===== src/rtl/uart_echo_fifo_if.sv =====
// Receiver/transmitter handshake bundle for the echo FIFO.
// master: drives rx_*, tx_ready; slave: returns rx_ack, tx_data, tx_valid.
interface uart_echo_fifo_if;
  logic       rx_done;
  logic [7:0] rx_data;
  logic       rx_err;
  logic       rx_ack;
  logic [7:0] tx_data;
  logic       tx_valid;
  logic       tx_ready;

  modport master (
    output rx_done, rx_data, rx_err, tx_ready,
    input  rx_ack, tx_data, tx_valid
  );

  modport slave (
    input  rx_done, rx_data, rx_err, tx_ready,
    output rx_ack, tx_data, tx_valid
  );
endinterface


===== src/rtl/uart_echo_fifo.sv =====
// Echo byte FIFO between UART rx and tx: drops errored bytes, queues good ones.
// Ports: clk, rst_n, bus (slave), clear_err, count, overflow, drop_cnt.
module uart_echo_fifo #(
  parameter int DEPTH  = 16,
  parameter int ADDR_W = 4
) (
  input  logic              clk,
  input  logic              rst_n,
  uart_echo_fifo_if.slave   bus,
  input  logic              clear_err,
  output logic [ADDR_W:0]   count,
  output logic              overflow,
  output logic [7:0]        drop_cnt
);

  typedef enum logic [1:0] {
    IDLE   = 2'd0,
    LAUNCH = 2'd1,
    BUSY   = 2'd2
  } state_t;

  localparam logic [ADDR_W:0] FULL = (ADDR_W+1)'(DEPTH);

  logic [7:0]        mem [DEPTH];
  logic [ADDR_W-1:0] wr_ptr;
  logic [ADDR_W-1:0] rd_ptr;
  state_t            state;

  logic full;
  logic drop;
  logic ovf;
  logic push;
  logic pop;

  // Full is judged on the pre-edge count, so a same-edge pop
  // never frees room for a push.
  assign full = (count == FULL);
  assign drop = bus.rx_done & bus.rx_err;
  assign ovf  = bus.rx_done & ~bus.rx_err & full;
  assign push = bus.rx_done & ~bus.rx_err & ~full;
  assign pop  = (state == IDLE) & (count != '0) & bus.tx_ready;

  always_ff @(posedge clk) begin
    if (push) mem[wr_ptr] <= bus.rx_data;
  end

  always_ff @(posedge clk or negedge rst_n) begin
    if (!rst_n) begin
      wr_ptr     <= '0;
      count      <= '0;
      bus.rx_ack <= 1'b0;
      overflow   <= 1'b0;
      drop_cnt   <= 8'h00;
    end else begin
      bus.rx_ack <= bus.rx_done;
      if (push) wr_ptr <= wr_ptr + 1'b1;
      if (push && !pop)      count <= count + 1'b1;
      else if (pop && !push) count <= count - 1'b1;
      if (ovf)            overflow <= 1'b1;
      else if (clear_err) overflow <= 1'b0;
      if (drop) begin
        if (clear_err)              drop_cnt <= 8'h01;
        else if (drop_cnt != 8'hFF) drop_cnt <= drop_cnt + 1'b1;
      end else if (clear_err) begin
        drop_cnt <= 8'h00;
      end
    end
  end

  always_ff @(posedge clk or negedge rst_n) begin
    if (!rst_n) begin
      state        <= IDLE;
      rd_ptr       <= '0;
      bus.tx_data  <= 8'h00;
      bus.tx_valid <= 1'b0;
    end else begin
      case (state)
        IDLE: begin
          if (pop) begin
            bus.tx_data  <= mem[rd_ptr];
            bus.tx_valid <= 1'b1;
            rd_ptr       <= rd_ptr + 1'b1;
            state        <= LAUNCH;
          end
        end
        LAUNCH: begin
          bus.tx_valid <= 1'b0;
          state        <= BUSY;
        end
        BUSY: begin
          if (bus.tx_ready) state <= IDLE;
        end
        default: begin
          bus.tx_valid <= 1'b0;
          state        <= IDLE;
        end
      endcase
    end
  end

endmodule


===== src/flat_wrapper.sv =====
// flat-port wrapper written by rule: the top's interface ports become plain ports
module uart_echo_fifo_flat 
#(
  parameter int DEPTH  = 16,
  parameter int ADDR_W = 4
)
  (clk, rst_n, clear_err, count, overflow, drop_cnt, bus_rx_done, bus_rx_data, bus_rx_err, bus_tx_ready, bus_rx_ack, bus_tx_data, bus_tx_valid);
  uart_echo_fifo_if bus_i ();
  input  logic clk;
  input  logic rst_n;
  input  logic clear_err;
  output logic [ADDR_W:0] count;
  output logic overflow;
  output logic [7:0] drop_cnt;
  input wire logic [$bits(bus_i.rx_done)-1:0] bus_rx_done;
  input wire logic [$bits(bus_i.rx_data)-1:0] bus_rx_data;
  input wire logic [$bits(bus_i.rx_err)-1:0] bus_rx_err;
  input wire logic [$bits(bus_i.tx_ready)-1:0] bus_tx_ready;
  output wire logic [$bits(bus_i.rx_ack)-1:0] bus_rx_ack;
  output wire logic [$bits(bus_i.tx_data)-1:0] bus_tx_data;
  output wire logic [$bits(bus_i.tx_valid)-1:0] bus_tx_valid;
  assign bus_i.rx_done = bus_rx_done;
  assign bus_i.rx_data = bus_rx_data;
  assign bus_i.rx_err = bus_rx_err;
  assign bus_i.tx_ready = bus_tx_ready;
  assign bus_rx_ack = bus_i.rx_ack;
  assign bus_tx_data = bus_i.tx_data;
  assign bus_tx_valid = bus_i.tx_valid;
  uart_echo_fifo #(.DEPTH(DEPTH), .ADDR_W(ADDR_W)) u_core (.clk(clk), .rst_n(rst_n), .bus(bus_i), .clear_err(clear_err), .count(count), .overflow(overflow), .drop_cnt(drop_cnt));
endmodule

===== config.mk =====
export PLATFORM = sky130hd
export DESIGN_NAME = uart_echo_fifo_flat
export DESIGN_NICKNAME = d
export VERILOG_FILES = /design/src/rtl/uart_echo_fifo_if.sv /design/src/rtl/uart_echo_fifo.sv /design/src/flat_wrapper.sv
export SDC_FILE = /design/constraint.sdc
export NUM_CORES = 1
export LEC_CHECK = 0
export CAP_MARGIN = 15
export CELL_PAD_IN_SITES_DETAIL_PLACEMENT = 1
export CELL_PAD_IN_SITES_GLOBAL_PLACEMENT = 2
export CORE_MARGIN = 3
export CORE_UTILIZATION = 23
export CTS_CLUSTER_SIZE = 40
export DETAILED_ROUTE_END_ITERATION = 8
export GPL_TIMING_DRIVEN = 0
export PLACE_DENSITY = 0.43
export SKIP_LAST_GASP = 1
export SYNTH_ARGS = -nofsm -noshare
export SYNTH_HDL_FRONTEND = slang
export SYNTH_SLANG_ARGS = --single-unit

===== constraint.sdc =====
create_clock -name clk -period 8.1 [get_ports clk]
set_clock_uncertainty 0.05 [all_clocks]
set_input_delay 0.81 -clock clk [delete_from_list [all_inputs] [get_ports clk]]
set_output_delay 0.81 -clock clk [all_outputs]
set_load 0.03 [all_outputs]

# == Yosys cells after proc, flatten, opt, wreduce, memory -nomap -nowiden ==
# Memory sizes are Yosys's and may differ from the RTL's. A register that Yosys moved wholly into a read port is not among the register bits.
# Cells that the tools add are included.
# classes
n_addsub,5
n_eq_ne,6
n_mux,15
n_bitwise,9
reduce_logical,15
# ops
op,count
8-bit 2-to-1 mux,4
5-bit 2-to-1 mux,2
4-bit by 1-bit adder with 4-bit output (second input constant),2
8-bit by 1-bit adder with 8-bit output (second input constant),1
8-bit != test (second input constant),1
2-bit AND reduction,4
2-bit nonzero test,4
1-bit bitwise AND,6
2-bit one-hot mux with 3 select lines,1
5-bit by 1-bit adder with 5-bit output (second input constant),1
5-bit equality test (second input constant),1
1-bit 2-to-1 mux,5
5-bit nonzero test,1
5-bit by 1-bit subtractor with 5-bit output (second input constant),1
2-bit 2-to-1 mux,2
1-bit zero test,3
1-bit inverter,3
2-bit by 1-bit equality test with 1-bit output (second input constant),1
2-bit equality test (second input constant),1
1-bit logical AND,2
2-bit zero test,1
2-bit by 1-bit != test with 1-bit output (second input constant),1
2-bit != test (second input constant),1
1-bit one-hot mux with 2 select lines,1
# word_totals
regBits,26
mem_bits_rw,128
input_bits,14
out_inout_bits,24
elab_cells,59
memories,1
# mem_list
name,words,word_bits,rd,rd_ports_with_merged_regs,wr,line_no,rtl
u_core.mem,16,8,1,1,1,uart_echo_fifo.sv:24,logic [7:0] mem [DEPTH];

# == Depth between registers and ports, before layout ==
# Gate-level depths: netlist of the first run.
# depth
word_depth,7
mapped_depth,11
mapped_depth_nobuf,10

# == Worst setup path before layout of the first run ==
# No wires, ideal clock.
# synth_path
kind,register to register
start,reg u_core.count[0]
end,reg u_core.count[4]
setup_ns,0.136
t_arrival_ns,2.829
required_ns,7.914
setup_slack_ns,5.084
stages_incl_launch_ff,12
path_buffers,1
period_less_slack_ns,3.016
cell_sequence,dfrtp_1 -> or4_1 -> o211a_4 -> clkinv_4 -> buf_4 -> ha_1 -> inv_1 -> fa_1 -> a21o_1 -> a21oi_1 -> mux2i_1 -> xnor2_1
# synth_via
elab_chain_cells,6
word_cells_on_any_way,15
classes_between,2 x add/sub; 1 x eq/ne; 2 x mux; 4 x bitwise; 6 x reduce/logical
# synth_rtl
element,line_no,rtl
"start, declared",uart_echo_fifo.sv:11,"output logic [ADDR_W:0] count,"
"start signal, assigned",uart_echo_fifo.sv:57,if (push && !pop) count <= count + 1'b1;
"start signal, assigned",uart_echo_fifo.sv:58,else if (pop && !push) count <= count - 1'b1;
branches (longest 6 deep; another with 5-bit by 1-bit subtractor with 5-bit output),-,
# Several ways; the timed one is not identified. The select of a mux whose other input is x is not followed.
# A chain may end at the register's enable or synchronous reset.

# == Final worst setup path of the first run ==
# layout_path
start,in bus_rx_err
end,reg u_core.count[4]
# layout_via
elab_chain_cells,6
word_cells_on_any_way,8
classes_between,1 x mux; 3 x bitwise; 4 x reduce/logical
# layout_rtl
element,line_no,rtl
"start, declared",flat_wrapper.sv:17,input wire logic [$bits(bus_i.rx_err)-1:0] bus_rx_err;
1-bit inverter *,uart_echo_fifo.sv:40,assign push = bus.rx_done & ~bus.rx_err & ~full;
1-bit bitwise AND * (2 in a row),uart_echo_fifo.sv:40,
via u_core.push,uart_echo_fifo.sv:32,logic push;
1-bit zero test,uart_echo_fifo.sv:58,
1-bit logical AND,uart_echo_fifo.sv:58,
2-bit nonzero test (no source line),-,
# The timed path passes the listed nets; every way through them passes the cells marked *.

==> results of run 1 <==
==> power groups by stage <==
stage / Combinational [mW] / Sequential [mW] / Clock (mW)
2_1_floorplan: 0.551 / 1.13 / 0
3_3_place_gp: 0.938 / 1.08 / 0
3_5_place_dp: 0.943 / 1.08 / 0
4_1_cts: 0.948 / 1.06 / 0.874
5_1_grt: 1.00 / 1.07 / 0.911
6_report: 0.909 / 1.06 / 0.847
==> critical path, cell delays in order <==
cell	delay (ns)
clkdlybuf4s50_1	0.44
nand2b_1	0.20
a21oi_1	0.38
clkbuf_1	0.42
ha_1	0.25
inv_1	0.12
fa_1	0.43
a21o_1	0.19
a21oi_1	0.17
mux2i_1	0.24
xnor2_1	0.14
==> registers in the layout, summed over array words and instances, names as in the netlist <==
register and count:
u_core.rd_ptr 4, u_core.state 2, u_core.overflow 1, u_core.count 5
u_core.wr_ptr 4, u_core.drop_cnt 8, u_core.bus.rx_ack 1, u_core.bus.tx_valid 1
u_core.mem 128, u_core.bus.tx_data 8
==> cells in the mapped netlist, drive strengths merged, types with 2 or more instances <==
master / number
and4: 4
o21ai: 13
nand2: 17
buf: 13
inv: 6
or4: 2
mux2i: 17
nor3: 3
dfrtp: 34
nand3: 5
and2: 13
nand4: 3
o21a: 2
mux4: 32
nor4: 3
a21o: 2
nor2: 10
ha: 10
o211a: 2
xnor2: 9
and3b: 2
mux2: 9
xor2: 2
edfxtp: 128
a21oi: 5
clkbuf: 3
==> area by class of cell <==
| type | count | area, sq um |
|---|---|---|
| well taps | 378 | 473 |
| fillers | 2894 | 20000 |
| clock inverters | 15 | 214 |
| flip-flops and latches | 162 | 4690 |
| inverters | 7 | 31.3 |
| repair buffers | 37 | 365 |
| plain buffers | 16 | 134 |
| clock buffers | 17 | 425 |
| multi-input cells | 176 | 1790 |
==> stage by stage <==
step	setup slack, ns	instances	power, mW	util, %	instance area, sq um
global route	4.41	808	2.99	28.9	8130
CTS	4.60	808	2.88	28.9	8130
finish	4.60	808	2.82	28.9	8130
floorplan	5.08	361	1.68	-	6650
global placement	4.20	776	2.01	26.6	7490
detailed placement	4.14	776	2.02	26.6	7490
==> how the worst max path moves through the flow <==
stage                          from               to  slack [ns]  cells after the start
finish                   bus_rx_err  u_core.count[4]        4.60                     11
global route             bus_rx_err  u_core.count[4]        4.41                     11
CTS                      bus_rx_err  u_core.count[4]        4.60                     11
detailed placement       bus_rx_err  u_core.count[4]        4.14                     11
global placement        bus_rx_done  u_core.count[4]        4.20                     11
floorplan           u_core.count[0]  u_core.count[4]        5.08                     11
==> logic make-up (layout without fill, tap and decap cells) <==
logic type	after synthesis	in the layout	share of synthesized area, %
DFF	162	162	70.6
and+or+nand+nor	65	65	5.23
muxes	58	58	14.9
AOI/OAI and AO/OA	31	31	3.12
buffers and inverters	23	92	2.48
adders and majority gates	11	11	2.18
xor gates and xnor gates	11	11	1.45
==> per-layer routing <==
| layer | global-route usage, % | up-vias | share of wire [%] |
|---|---|---|---|
| li1 | - | 1539 | - |
| met1 | 15.3 | 1805 | 48 |
| met2 | 17.9 | 42 | 48 |
| met3 | 2.58 | 10 | 2.5 |
| met4 | 2.87 | 0 | 0.99 |
| met5 | 0 | - | 0 |
==> impl_metrics.yaml, run 1 <==
run_status:
  status: "complete, no violations"
place:
  gp_congestion: 0.701
  portBuffers: 37
  dpl.hpwl_um: 11100
power:
  p_int_mw: 1.86
  vdd.ir_drop.worst_mv: 0.159
  cellLeakagePower_nw: 2.76
  p_switching_mw: 0.952
  power.density_nw_per_um2: 346
  power.share.sequential_pct: 37.6
  clock_power_share_pct: 30.1
  power_frac_comb_pct: 32.3
  switching_share_pct: 33.8
critical_path:
  cp.required_ns: 8.40
  worstPathMaxFanout: 10
  critPathCaptureType: "flop"
  critPathKind: "primary input to flop"
  startpoint_type: "primary input"
  timing.rr.start: "u_core.count[0]"
  reg2reg_slack_ns: 4.85
  r2r-end: "u_core.count[4]"
  arrival_ns: 3.80
  r2r_cells: 11
sta:
  finalSetupTns_ns: 0
  worstMarginPinSlew_ns: 0.848
  whs_ns: 0.431
  post-route-period-util_pct: 43.2
  period_needed_ns: 3.50
  setup_viol: 0
  maxSlewViolCount: 0
  rsz0062_at_grt: "false"
  slew_headroom_pct: 43.5
  max_freq_mhz: 286
  hold_violations: 0
synth:
  yosys.area.top_type: "edfxtp_1"
  async_flop_share_pct: 21.0
  ys.flop_type: "edfxtp_1"
  synth_edf_count: 128
  synth.distinct_cells: 44
  syn-num-nets: 386
  ys_warn_count: 0
  ys_ff_latch: 162
  ys_seq_area_share_pct: 70.6
  syn_area_sq_um: 6650
  synth.avg_cell_area_sq_um: 18.4
  synth_area_leaders: "edfxtp_1 (58%), dfrtp_1 (13%), mux4_2 (11%)"
  synth_cells: 361
  synth_top_area_share_pct: 57.8
clock_tree:
  clkSlewWorstSetupHoldPaths_ns: 0.07
  clk-insertion-delay-late_ns: 0.42
  cts_resized: 0
  htree_levels: 4
  clock_path_buffers: 2
  tritoncts: "yes"
  clock_sinks: 162
  post_cts_buffers: 0
  cts_root_buf: "clkbuf_16"
  hold_buffers: 0
  cts_made_buffers: 17
routing:
  avgViaCountPerCell: 4.20
  drtIter0Drc: 183
  firstDrtPassIters: 4
  totalWireLength_um: 16600
  vias: 3396
  drt-wirelength-per-cell_um: 20.6
  remaining_drc_errors: 0
  drtAntennaViolNets: 0
finish:
  final_common_cell: "edfxtp_1"
  drive_gt1_share_pct: 20.7
  layout.nets: 442
  diodes: 0
  synthToLayoutAreaGrowth_pct: 22.2
  final_cell_mix: "edfxtp_1 (128), clkdlybuf4s50_1 (36), dfrtp_1 (34), mux4_2 (32)"
die:
  core-area_sq_um: 28200
  std_cell_rows: 61
  dieArea_sq_um: 31000
  die_h_um: 176
  die_w_um: 176
  num_io_pins: 38
  floorplan.initialDensity_pct: 23.6
global_route:
  grt_usage_pct: 11.2
  grt_pass1_wl_um: 24700
  grt-ovfl-total: 0
  grt_max_degree: 35
  grt_pass1_vias: 3628
  antenna_found_initial: 0
hold_path:
  holdCritPathClass: "flop to flop"
  hold_end: "u_core.bus.tx_data[7]"
  min_from: "u_core.bus.tx_data[7]"
  hold_path_depth: 2
flow_run:
  drv_cap: 0
(Power assumes the default switching activity.)
==> run 2, diff against run 1 <==
PLACE_DENSITY = 0.44   (was 0.43)
clock period = 3.2 ns   (was 8.1 ns; I/O delays follow)
==> impl_metrics.yaml, run 2 (synthesis gave the netlist of run 1 again) <==
run_status:
  status: "complete, no violations"
die:
  dieArea_sq_um: 31000
  die_w_um: 176
  floorplan.initialDensity_pct: 23.6
  std_cell_rows: 61
  num_io_pins: 38
  die_h_um: 176
  core-area_sq_um: 28200
routing:
  wirelength_met1_um: 8040
  drtIter0Drc: 199
  firstDrtPassIters: 4
  topRoutingLayerUsed: "met4"
  met3_length_um: 451
  totalWireLength_um: 16900
  vias: 3361
  remaining_drc_errors: 0
  avgViaCountPerCell: 4.15
  wl_met2_um: 8140
  drt-wirelength-per-cell_um: 20.9
  drtAntennaViolNets: 0
critical_path:
  startpoint_type: "flop"
  critPathCaptureType: "flop"
  worstPathMaxFanout: 11
  critPathKind: "flop to flop"
  arrival_ns: 3.27
  cp.required_ns: 3.51
hold_path:
  holdCritPathClass: "primary input to flop"
finish:
  final_area_sq_um: 8140
  synthToLayoutAreaGrowth_pct: 22.5
  drive_gt1_share_pct: 21.8
  largest_register_ff_count: 128
  final_cell_mix: "edfxtp_1 (128), clkdlybuf4s50_1 (36), dfrtp_1 (33), mux4_2 (32)"
  diodes: 0
  largestRegisters: "u_core.mem (128), u_core.bus.tx_data (8), u_core.drop_cnt (8)"
  layout.nets: 443
  largest_register: "u_core.mem"
  final_common_cell: "edfxtp_1"
  fin_util_pct: 28.9
sta:
  max_freq_mhz: 338
  post-route-period-util_pct: 92.5
  setup_viol: 0
  setup_slack_ns: 0.240
  worstMarginPinSlew_ns: 0.856
  slew_headroom_pct: 43.0
  rsz0062_at_grt: "false"
  maxSlewViolCount: 0
  hold_violations: 0
  period_needed_ns: 2.96
place:
  place_area_sq_um: 7490
  dpl.hpwl_um: 11000
  portBuffers: 37
  place_ws_ns: -0.262
  gp_congestion: 0.704
flow_run:
  drv_cap: 0
power:
  vdd.ir_drop.worst_mv: 0.392
  power.density_nw_per_um2: 876
  cellLeakagePower_nw: 2.77
clock_tree:
  cts_root_buf: "clkbuf_16"
  htree_levels: 4
  tritoncts: "yes"
  clock_path_buffers: 2
  cts_made_buffers: 17
  clkSlewWorstSetupHoldPaths_ns: 0.08
  clock_sinks: 162
  clk-insertion-delay-late_ns: 0.44
global_route:
  antenna_found_initial: 0
  grt_pass1_vias: 3743
  grt_usage_pct: 11.5
  grt_max_degree: 35
  grt-ovfl-total: 0
  grt_pass1_wl_um: 25300
-- run 2: path summary, 6_finish.rpt --
| kind | endpoint | start | slack (ns) | depth (start not counted) |
|---|---|---|---|---|
| setup / recovery | u_core.count[4] | u_core.count[3] | 0.24 | 10 |
| hold / removal | u_core.bus.rx_ack | bus_rx_done | 0.35 | 1 |
| setup reg to reg | u_core.count[4] | u_core.count[3] | 0.24 | 10 |
| hold reg to reg | u_core.bus.tx_data[0] | u_core.bus.tx_data[0] | 0.43 | 2 |
| max in group asynchronous | u_core.count[0] | rst_n | 2.02 | 2 |
| min in group asynchronous | u_core.drop_cnt[6] | rst_n | 0.49 | 2 |
-- run 2: repair_timing --
item | in CTS | in global routing
gates resized for setup | 0 | 7
setup endpoints to repair | 1 | 2
setup buffers | 0 | 1
endpoints found under the hold margin | 34 | 0
gates cloned | 0 | 0
hold buffers | 1 | 0
-- run 2: report_power, final --
| part | internal (mW) | total, mW | switching (mW) | leakage (nW) |
|---|---|---|---|---|
| combinational | 1.07 | 2.35 | 1.28 | 0.887 |
| clock | 1.08 | 2.10 | 1.02 | 0.303 |
| sequential | 2.52 | 2.68 | 0.161 | 1.58 |
-- run 2: per-layer routing --
layer / vias to the layer above / GRT usage (%)
met5: - / 0
met4: 0 / 3.66
met3: 16 / 2.37
met2: 58 / 18.5
met1: 1747 / 15.7
li1: 1540 / -
-- run 2: metrics by stage --
| step | hold slack (ns) | instances | TNS [ns] | total power, mW |
|---|---|---|---|---|
| CTS | 0.328 | 808 | 0 | 7.26 |
| finish | 0.355 | 809 | 0 | 7.14 |
| floorplan | -0.0256 | 361 | 0 | 4.25 |
| global route | 0.339 | 809 | 0 | 7.57 |
| detailed placement | 0.425 | 776 | -0.330 | 5.13 |
| global placement | 0.418 | 776 | -0.244 | 5.10 |
-- run 2: area by class of cell --
type / instances / area, sq um
plain buffers: 15 / 128
clock buffers: 17 / 425
clock inverters: 15 / 204
fillers: 2904 / 20000
inverters: 7 / 33.8
well taps: 378 / 473
flip-flops and latches: 162 / 4700
repair buffers: 39 / 383
multi-input cells: 176 / 1800
-- run 2: critical path, cell delays in order (launching register included) --
cell and delay [ns]:
dfrtp_1 0.46, or4_1 0.54, o211a_4 0.30, inv_8 0.13, ha_1 0.19, inv_1 0.12
fa_2 0.38, a21o_1 0.20, a21oi_2 0.15, mux2i_1 0.22, xnor2_1 0.13
==> run 3, diff against run 2 <==
PLACE_DENSITY = 0.43   (was 0.44)
clock period = 3.05 ns   (was 3.2 ns; I/O delays follow)
==> impl_metrics.yaml, run 3 (synthesis gave the netlist of run 1 again) <==
flow_run:
  drv_cap: 0
power:
  clock_power_share_pct: 29.9
  vdd.ir_drop.worst_mv: 0.424
  power_frac_comb_pct: 32.8
  totalPowerFinal_mw: 7.53
  p_switching_mw: 2.55
  p_int_mw: 4.98
  cellLeakagePower_nw: 2.78
  power.share.sequential_pct: 37.4
  switching_share_pct: 33.8
  power.density_nw_per_um2: 921
critical_path:
  crit_start: "u_core.count[0]"
  cp.required_ns: 3.34
  r2r_cells: 10
  arrival_ns: 3.19
  critPathCaptureType: "flop"
  crit_chain: "or4_1, o211a_4, clkinv_8, ha_1, inv_2, fa_2, a21o_1, a21oi_2, mux2i_1, xnor2_1"
  crit_slowest_cell: "or4_1"
  cpPeakStageDelay_ns: 0.57
  startpoint_type: "flop"
  critPathKind: "flop to flop"
  timing.rr.start: "u_core.count[0]"
  worstPathMaxFanout: 11
routing:
  totalWireLength_um: 16700
  drtAntennaViolNets: 0
  remaining_drc_errors: 0
  drtIter0Drc: 194
  drt-wirelength-per-cell_um: 20.5
  vias: 3417
  firstDrtPassIters: 4
  avgViaCountPerCell: 4.21
clock_tree:
  clk-insertion-delay-late_ns: 0.44
  htree_levels: 4
  tritoncts: "yes"
  clock_sinks: 162
  cts_root_buf: "clkbuf_16"
  cts_made_buffers: 17
  clock_path_buffers: 2
  clkSlewWorstSetupHoldPaths_ns: 0.08
die:
  die_w_um: 176
  floorplan.initialDensity_pct: 23.6
  num_io_pins: 38
  std_cell_rows: 61
  die_h_um: 176
  core-area_sq_um: 28200
  dieArea_sq_um: 31000
global_route:
  antenna_found_initial: 0
  grt-ovfl-total: 0
  grt_usage_pct: 11.2
  grt_max_degree: 35
  grt_pass1_wl_um: 24700
  grt_pass1_vias: 3621
finish:
  drive_gt1_share_pct: 22.8
  largest_register: "u_core.mem"
  multi_input_comb_area_sq_um: 1800
  final_area_sq_um: 8180
  synthToLayoutAreaGrowth_pct: 23.1
  largest_register_ff_count: 128
  final_common_cell: "edfxtp_1"
  n_fill_cell: 2890
  final_cell_mix: "edfxtp_1 (128), clkdlybuf4s50_1 (36), mux4_2 (32), dfrtp_1 (32)"
  layout.nets: 446
  diodes: 0
  largestRegisters: "u_core.mem (128), u_core.bus.tx_data (8), u_core.drop_cnt (8)"
  seqCellArea_sq_um: 4700
sta:
  hold_violations: 0
  slew_headroom_pct: 42.8
  rsz0062_at_grt: "false"
  worstMarginPinSlew_ns: 0.857
  post-route-period-util_pct: 95.0
  maxSlewViolCount: 0
  max_freq_mhz: 345
  period_needed_ns: 2.90
  setup_viol: 0
place:
  gp_congestion: 0.701
  place_area_sq_um: 7490
  portBuffers: 37
  dpl.hpwl_um: 11100
run_status:
  status: "complete, no violations"
hold_path:
  hold_path_depth: 1
  holdCritPathClass: "primary input to flop"
  min_from: "bus_rx_done"
-- run 3: worst paths after layout --
check                                        end  slack (ns)
setup / recovery                 u_core.count[4]        0.15
max in group asynchronous        u_core.count[3]        1.86
hold reg to reg            u_core.bus.tx_data[7]        0.43
setup reg to reg                 u_core.count[4]        0.15
min in group asynchronous    u_core.bus.tx_valid        0.49
hold / removal                 u_core.bus.rx_ack        0.36
-- run 3: area by class of cell --
cell class	instances	area share (%)
buffer	15	1.56
clock buffer	17	5.20
clock inverter	15	2.61
inverter	7	0.474
multi-input combinational	176	22.0
sequential	162	57.4
tap	378	5.78
timing repair buffer	42	4.95
-- run 3: critical path, delay by kind of cell, from the launching register on --
family	cells	cell delay, ns
AOI/OAI and AO/OA	3	0.66
and+or+nand+nor	1	0.57
muxes	1	0.23
adders and majority gates	2	0.55
xor gates and xnor gates	1	0.14
buffers and inverters	2	0.18
DFF	1	0.44
-- run 3: timing repair --
item,CTS,global route
pin swaps,0,1
buffers inserted,0,4
endpoints found under the hold margin,34,0
gates resized for setup,3,6
hold buffers,1,0
endpoints found under the setup margin,2,2
-- run 3: routing by layer --
metal | track usage (%) | vias to the layer above | wire [um]
met5 | 0 | - | 0
met2 | 18.0 | 47 | 8070
met4 | 2.87 | 0 | 166
li1 | - | 1547 | -
met3 | 2.56 | 10 | 460
met1 | 15.3 | 1813 | 7980
-- run 3: stage by stage --
stage                     hold slack [ns]  instances  TNS (ns)  util [%]  setup slack (ns)
after floorplan                   -0.0406        361         0         -            0.0343
after global placement              0.414        776    -0.488      26.6            -0.344
after detailed placement            0.422        776    -0.563      26.6            -0.402
after CTS                           0.330        808         0      28.9            0.0156
after global routing                0.340        812         0      29.1            0.0117
final                               0.358        812         0      29.1             0.152
-- run 3: power groups by stage --
stage	registers, mW	clock network, mW	logic (mW)
after global routing	2.85	2.42	2.72
after floorplan	3.00	0	1.46
after CTS	2.82	2.32	2.52
final	2.81	2.25	2.47
after detailed placement	2.87	0	2.50
after global placement	2.86	0	2.49
